<file path="src/rtl/piece_motion_engine.sv">
// ============================================================================
//  Module   : piece_motion_engine
//  Function : Active-piece coordinate bank; validates and commits spawn,
//             shift, drop and rotate moves against bounds and board occupancy.
//  Revision : 1.0 - initial release
// ============================================================================
`default_nettype none

module piece_motion_engine #(
    parameter int BOARD_W = 10,
    parameter int BOARD_H = 20,
    parameter int XW      = 5,
    parameter int YW      = 6,
    parameter int NCELLS  = 4
) (
    input  logic                 Clk,
    input  logic                 Reset,
    input  logic                 cmd_valid,
    input  logic [2:0]           cmd,
    output logic                 cmd_ready,
    input  logic [NCELLS*XW-1:0] spawn_x,
    input  logic [NCELLS*YW-1:0] spawn_y,
    output logic                 occ_req,
    output logic [XW-1:0]        occ_x,
    output logic [YW-1:0]        occ_y,
    input  logic                 occ_hit,
    output logic [NCELLS*XW-1:0] cell_x,
    output logic [NCELLS*YW-1:0] cell_y,
    output logic                 piece_valid,
    output logic                 done,
    output logic                 blocked,
    output logic                 landed,
    output logic                 game_over
);

    localparam int c_iw = (NCELLS > 1) ? $clog2(NCELLS) : 1;
    localparam int c_xs = XW + 1;
    localparam int c_ys = YW + 1;

    localparam logic [XW:0]     c_board_w = c_xs'(BOARD_W);
    localparam logic [YW:0]     c_board_h = c_ys'(BOARD_H);
    localparam logic [c_iw-1:0] c_last    = c_iw'(NCELLS - 1);

    localparam logic [2:0] c_cmd_spawn  = 3'd1;
    localparam logic [2:0] c_cmd_left   = 3'd2;
    localparam logic [2:0] c_cmd_right  = 3'd3;
    localparam logic [2:0] c_cmd_down   = 3'd4;
    localparam logic [2:0] c_cmd_rotate = 3'd5;

    typedef enum logic [1:0] {
        S_IDLE   = 2'd0,
        S_CHECK  = 2'd1,
        S_FINISH = 2'd2
    } state_t;

    state_t r_state;
    state_t w_state_nxt;

    logic [NCELLS*XW-1:0] r_cell_x;
    logic [NCELLS*YW-1:0] r_cell_y;
    logic                 r_piece_valid;
    logic [XW:0]          r_cand_x [NCELLS];
    logic [YW:0]          r_cand_y [NCELLS];
    logic [c_iw-1:0]      r_idx;
    logic [2:0]           r_cmd;
    logic                 r_blocked;

    logic [XW:0] w_cand_x [NCELLS];
    logic [YW:0] w_cand_y [NCELLS];
    int          w_nx     [NCELLS];
    int          w_ny     [NCELLS];
    int          w_px;
    int          w_py;
    logic        w_move;
    logic        w_accept;
    logic [XW:0] w_cx;
    logic [YW:0] w_cy;
    logic        w_oob;
    logic        w_hit;
    logic        w_last;

    assign w_move   = (cmd >= c_cmd_left) && (cmd <= c_cmd_rotate);
    assign w_accept = (r_state == S_IDLE) && cmd_valid;

    // Candidate set is formed from the committed piece while idle, so it can
    // be captured in the same edge that accepts the command.
    always_comb begin
        w_px = int'(r_cell_x[XW +: XW]);
        w_py = int'(r_cell_y[YW +: YW]);
        for (int i = 0; i < NCELLS; i++) begin
            w_nx[i] = int'(r_cell_x[i*XW +: XW]);
            w_ny[i] = int'(r_cell_y[i*YW +: YW]);
            case (cmd)
                c_cmd_spawn: begin
                    w_nx[i] = int'(spawn_x[i*XW +: XW]);
                    w_ny[i] = int'(spawn_y[i*YW +: YW]);
                end
                c_cmd_left:  w_nx[i] = int'(r_cell_x[i*XW +: XW]) - 1;
                c_cmd_right: w_nx[i] = int'(r_cell_x[i*XW +: XW]) + 1;
                c_cmd_down:  w_ny[i] = int'(r_cell_y[i*YW +: YW]) + 1;
                c_cmd_rotate: begin
                    if (i != 1) begin
                        w_nx[i] = w_px - (int'(r_cell_y[i*YW +: YW]) - w_py);
                        w_ny[i] = w_py + (int'(r_cell_x[i*XW +: XW]) - w_px);
                    end
                end
                default: ;
            endcase
            w_cand_x[i] = c_xs'(w_nx[i]);
            w_cand_y[i] = c_ys'(w_ny[i]);
        end
    end

    // A negative or too-large coordinate counts as a hit without a query.
    assign w_cx   = r_cand_x[r_idx];
    assign w_cy   = r_cand_y[r_idx];
    assign w_oob  = w_cx[XW] || ({1'b0, w_cx[XW-1:0]} >= c_board_w) ||
                    w_cy[YW] || ({1'b0, w_cy[YW-1:0]} >= c_board_h);
    assign w_hit  = w_oob || occ_hit;
    assign w_last = (r_idx == c_last);

    always_ff @(posedge Clk) begin
        if (Reset) begin
            r_state <= S_IDLE;
        end else begin
            r_state <= w_state_nxt;
        end
    end

    always_comb begin
        w_state_nxt = r_state;
        cmd_ready   = 1'b0;
        occ_req     = 1'b0;
        occ_x       = '0;
        occ_y       = '0;
        done        = 1'b0;
        blocked     = 1'b0;
        landed      = 1'b0;
        game_over   = 1'b0;
        case (r_state)
            S_IDLE: begin
                cmd_ready = 1'b1;
                if (cmd_valid) begin
                    if (w_move && !r_piece_valid) begin
                        w_state_nxt = S_FINISH;
                    end else if (w_move || (cmd == c_cmd_spawn)) begin
                        w_state_nxt = S_CHECK;
                    end else begin
                        w_state_nxt = S_FINISH;
                    end
                end
            end
            S_CHECK: begin
                occ_req = !w_oob;
                occ_x   = w_cx[XW-1:0];
                occ_y   = w_cy[YW-1:0];
                if (w_hit || w_last) begin
                    w_state_nxt = S_FINISH;
                end
            end
            S_FINISH: begin
                done        = 1'b1;
                blocked     = r_blocked;
                landed      = r_blocked && (r_cmd == c_cmd_down) && r_piece_valid;
                game_over   = r_blocked && (r_cmd == c_cmd_spawn);
                w_state_nxt = S_IDLE;
            end
            default: w_state_nxt = S_IDLE;
        endcase
    end

    always_ff @(posedge Clk) begin
        if (Reset) begin
            r_cell_x      <= '0;
            r_cell_y      <= '0;
            r_piece_valid <= 1'b0;
            r_idx         <= '0;
            r_cmd         <= '0;
            r_blocked     <= 1'b0;
            for (int i = 0; i < NCELLS; i++) begin
                r_cand_x[i] <= '0;
                r_cand_y[i] <= '0;
            end
        end else begin
            case (r_state)
                S_IDLE: begin
                    if (w_accept) begin
                        r_cmd     <= cmd;
                        r_idx     <= '0;
                        r_blocked <= w_move && !r_piece_valid;
                        for (int i = 0; i < NCELLS; i++) begin
                            r_cand_x[i] <= w_cand_x[i];
                            r_cand_y[i] <= w_cand_y[i];
                        end
                    end
                end
                S_CHECK: begin
                    if (w_hit) begin
                        r_blocked <= 1'b1;
                        if (r_cmd == c_cmd_spawn) begin
                            r_piece_valid <= 1'b0;
                        end
                    end else if (w_last) begin
                        for (int i = 0; i < NCELLS; i++) begin
                            r_cell_x[i*XW +: XW] <= r_cand_x[i][XW-1:0];
                            r_cell_y[i*YW +: YW] <= r_cand_y[i][YW-1:0];
                        end
                        if (r_cmd == c_cmd_spawn) begin
                            r_piece_valid <= 1'b1;
                        end
                    end else begin
                        r_idx <= r_idx + 1'b1;
                    end
                end
                default: ;
            endcase
        end
    end

    assign cell_x      = r_cell_x;
    assign cell_y      = r_cell_y;
    assign piece_valid = r_piece_valid;

endmodule

`default_nettype wire

</file>
<file path="config.mk">
export PLATFORM = sky130hd
export DESIGN_NAME = piece_motion_engine
export DESIGN_NICKNAME = d
export VERILOG_FILES = /design/src/rtl/piece_motion_engine.sv
export SDC_FILE = /design/constraint.sdc
export NUM_CORES = 1
export LEC_CHECK = 0
export BUFFER_PORTS_ARGS = -buffer_cell sky130_fd_sc_hd__clkbuf_2
export CORE_UTILIZATION = 40
export CTS_BUF_LIST = sky130_fd_sc_hd__clkbuf_2
export CTS_CLUSTER_DIAMETER = 100
export DETAILED_ROUTE_END_ITERATION = 12
export PLACE_DENSITY = 0.62
export SLEW_MARGIN = 20
export SYNTH_ARGS = -nofsm -noshare
export SYNTH_HDL_FRONTEND = slang
export SYNTH_SLANG_ARGS = --single-unit
</file>
<file path="constraint.sdc">
create_clock -name Clk -period 2.8 [get_ports Clk]
set_input_delay 0 -clock Clk [delete_from_list [all_inputs] [get_ports Clk]]
set_output_delay 0 -clock Clk [all_outputs]
set_load 0.1 [all_outputs]
</file>
==> flow_summary.yaml <==
placement:
  buffers_on_ports: 112
  detailed_place_hpwl_mm: 21.4
  postPlaceCellArea_mm2: 0.00960
  placer_congestion: 0.909
  placed_cells_incl_taps: 1291
critical_path:
  cpPeakStageDelay_ns: 0.58
  end_kind: "output port"
  worstPathRequired_ns: 2.80
  crit_path_max_fanout: 3
  worstSetupPathType: "register to output port"
  critical_path.cell_chain: "mux4_2 > a2111o_1 > or2_4 > nor2_4 > buf_12"
  crit_slowest_cell: "edfxtp_1"
  cp.arrival_ns: 2.73
  cp-start-kind: "register"
  path_buf_inv: 1
  dominant_delay_contributor_by_cell_family_on_the_critical_path: "flip-flops"
power_and_ir_drop:
  fin_total_pwr_w: 0.00298
  vdd_ir_drop_max_v: 0.000169
  power.static_leakage_nw: 4.43
  powerDensity_mw_per_mm2: 287
synthesis:
  ys_async_sr_fraction: 0
  synth_enable_flop_cells: 52
  synth.ff_latch_count: 107
  most_frequently_used_flop_master_after_synthesis: "dfxtp_1"
  yosysWarningCount: 0
  post_synth_net_total: 1053
  syn_avg_cell_area_um2: 9.29
  synth_seq_area_share: 0.318
  synth_area_mm2: 0.00838
  synth_cell_types: 55
  syn_inst: 902
timing:
  max_freq_mhz: 366
  fin_crit_sh: 0.975
  finalMaxSlewViolations: 0
  final.min_clock_period_ns: 2.73
  slew-limit-headroom: 0.515
  finalClockSkew_ns: 0.0413
  worst_margin_pin_slew_ns: 0.727
  setup_total_negative_slack_ns: 0
  report.final.hold_viol_count: 0
  final-setup-viol-count: 0
grt:
  gr-usage-all-layers: 0.264
  first_global_vias: 7157
  globalRoute.totalOverflow: 0
  global_route_wire_length_before_repair_mm: 42.3
  grt_antenna_before_repair: 1
  largest_net_degree_at_the_start_of_global_routing: 55
layout:
  layout.cells.most_common: "clkbuf_2"
  finalNonFillerCells: 1373
  fillCellCount: 1898
  syn2layout_area_growth_pct: 24.0
  numnets_final: 1248
  final_cell_area_mm2: 0.0104
  leading_cell_types_in_the_layout_fill_and_taps_excluded: "clkbuf_2, nor2_1, ha_1"
  fraction_of_final_layout_cells_with_drive_strength_greater_than_1: 0.240
  finalCoreUtilization: 0.510
clock_network:
  cts_buffer_depth: 2
  clk_latency_ns: 0.70
  htreeDepth: 3
  tritoncts: "done"
  clk_pin_slew_worst_paths_ns: 0.36
  number_of_cts_inserted_buffers: 9
  cts_sinks: 107
  root_buffer: "clkbuf_2"
detailed_routing:
  wl_mm: 28.5
  drtIter0Drc: 764
  route.vias.total: 7767
  ant_nets: 0
  detailedRoute.firstPassIterationCount: 7
  route.detailed.drc: 0
  detail_route.vias_per_cell: 5.66
  routedWlPerCell_um: 20.7
die:
  fp-row-count: 52
  ioPinCount: 113
  fp.coreArea_mm2: 0.0204
  die-width_um: 147
  initial_core_util: 0.411
  design.die.area_mm2: 0.0215
  fp.dieH_um: 147
flow_run:
  max_cap_violations: 0
outcome:
  run_status: "finished clean"
hold_path:
  worst_hold_path_type: "primary input to register"
area by class of cell:
cell class,count,area [um^2],area share
multi-input combinational,688,5360,0.516
sequential,107,2720,0.261
tap,270,338,0.0325
clock inverter,6,55.1,0.00530
antenna,1,2.50,0.000241
inverter,67,263,0.0253
clock buffer,10,50.0,0.00482
timing repair buffer,224,1610,0.155
power breakdown:
group	total, W	internal (W)	switching [W]
clock network	0.000780	0.000147	0.000633
logic	0.000448	0.000184	0.000264
registers	0.00175	0.00170	0.0000506
total	0.00298	0.00203	0.000948
worst paths after layout:
check,startpoint,end,slack [ns],cells past startpoint
min reg2reg,r_cmd[2]$_SDFFE_PP0P_,r_cmd[2]$_SDFFE_PP0P_,0.50,2
min,spawn_y[6],r_cand_y[1][0]$_SDFFCE_PN0P_,0.11,4
max reg2reg,cell_x[10]$_SDFFE_PP0P_,r_cand_y[2][2]$_SDFFCE_PN0P_,0.11,11
max,r_cand_y[3][5]$_SDFFCE_PN0P_,occ_req,0.07,5
synthesized netlist by cell type (12+ instances only):
master / count / share of area
xor2_1: 12 / 0.013
fa_1: 25 / 0.060
a22oi_1: 20 / 0.018
inv_1: 67 / 0.030
xnor2_1: 42 / 0.044
dfxtp_1: 55 / 0.13
and2_1: 12 / 0.0090
clkbuf_1: 30 / 0.013
ha_1: 75 / 0.11
nor2_1: 96 / 0.043
mux2i_1: 47 / 0.056
a21o_1: 21 / 0.019
a31oi_1: 14 / 0.010
nand2_1: 64 / 0.029
o21ai_0: 58 / 0.035
edfxtp_1: 52 / 0.19
a21oi_1: 75 / 0.045
state kept, by name, summed over array words and instances, names as in the netlist, named ones only:
register / flops
piece_valid: 1
r_cand_y: 28
r_blocked: 1
r_cand_x: 24
r_state: 2
cell_x: 20
cell_y: 24
r_idx: 2
r_cmd: 3
logic make-up (layout without fill, tap and decap cells):
| group | after synthesis | in the layout | share of synthesized area |
|---|---|---|---|
| fa+ha+maj | 100 | 100 | 0.172 |
| buf+inv | 107 | 307 | 0.0585 |
| xor+xnor | 54 | 54 | 0.0564 |
| flops | 107 | 107 | 0.318 |
| simple gates | 234 | 234 | 0.127 |
| other cells | 0 | 1 | 0 |
| compound gates | 238 | 238 | 0.175 |
| mux | 62 | 62 | 0.0929 |
tightest hold or removal path, cell delays in order:
cell and delay [ns]:
dlygate4sd3_1 0.52, clkbuf_2 0.09, a21oi_1 0.05, nor2_1 0.07
per-stage QoR:
step                      worst slack, ns  hold WS (ns)
after floorplan                   -0.0813         0.136
after global placement             0.0493         0.303
after detailed placement           0.0373         0.306
after CTS                        0.000653        0.0937
after global routing              -0.0162         0.134
final                              0.0711         0.111
timing repair:
item	CTS	global route
setup endpoints to repair	1	15
endpoints found under the hold margin	99	0
setup buffers	5	7
pin swaps	2	5
hold buffers	54	0
gates resized for setup	6	18
routing by layer:
layer,vias to the layer above,GRT usage,routed length (um)
met5,-,0,0
met4,0,0.106,906
met3,48,0.0298,1960
met2,366,0.417,13000
met1,3738,0.368,12600
li1,3615,-,-
Power figures use the tool's default switching activity.
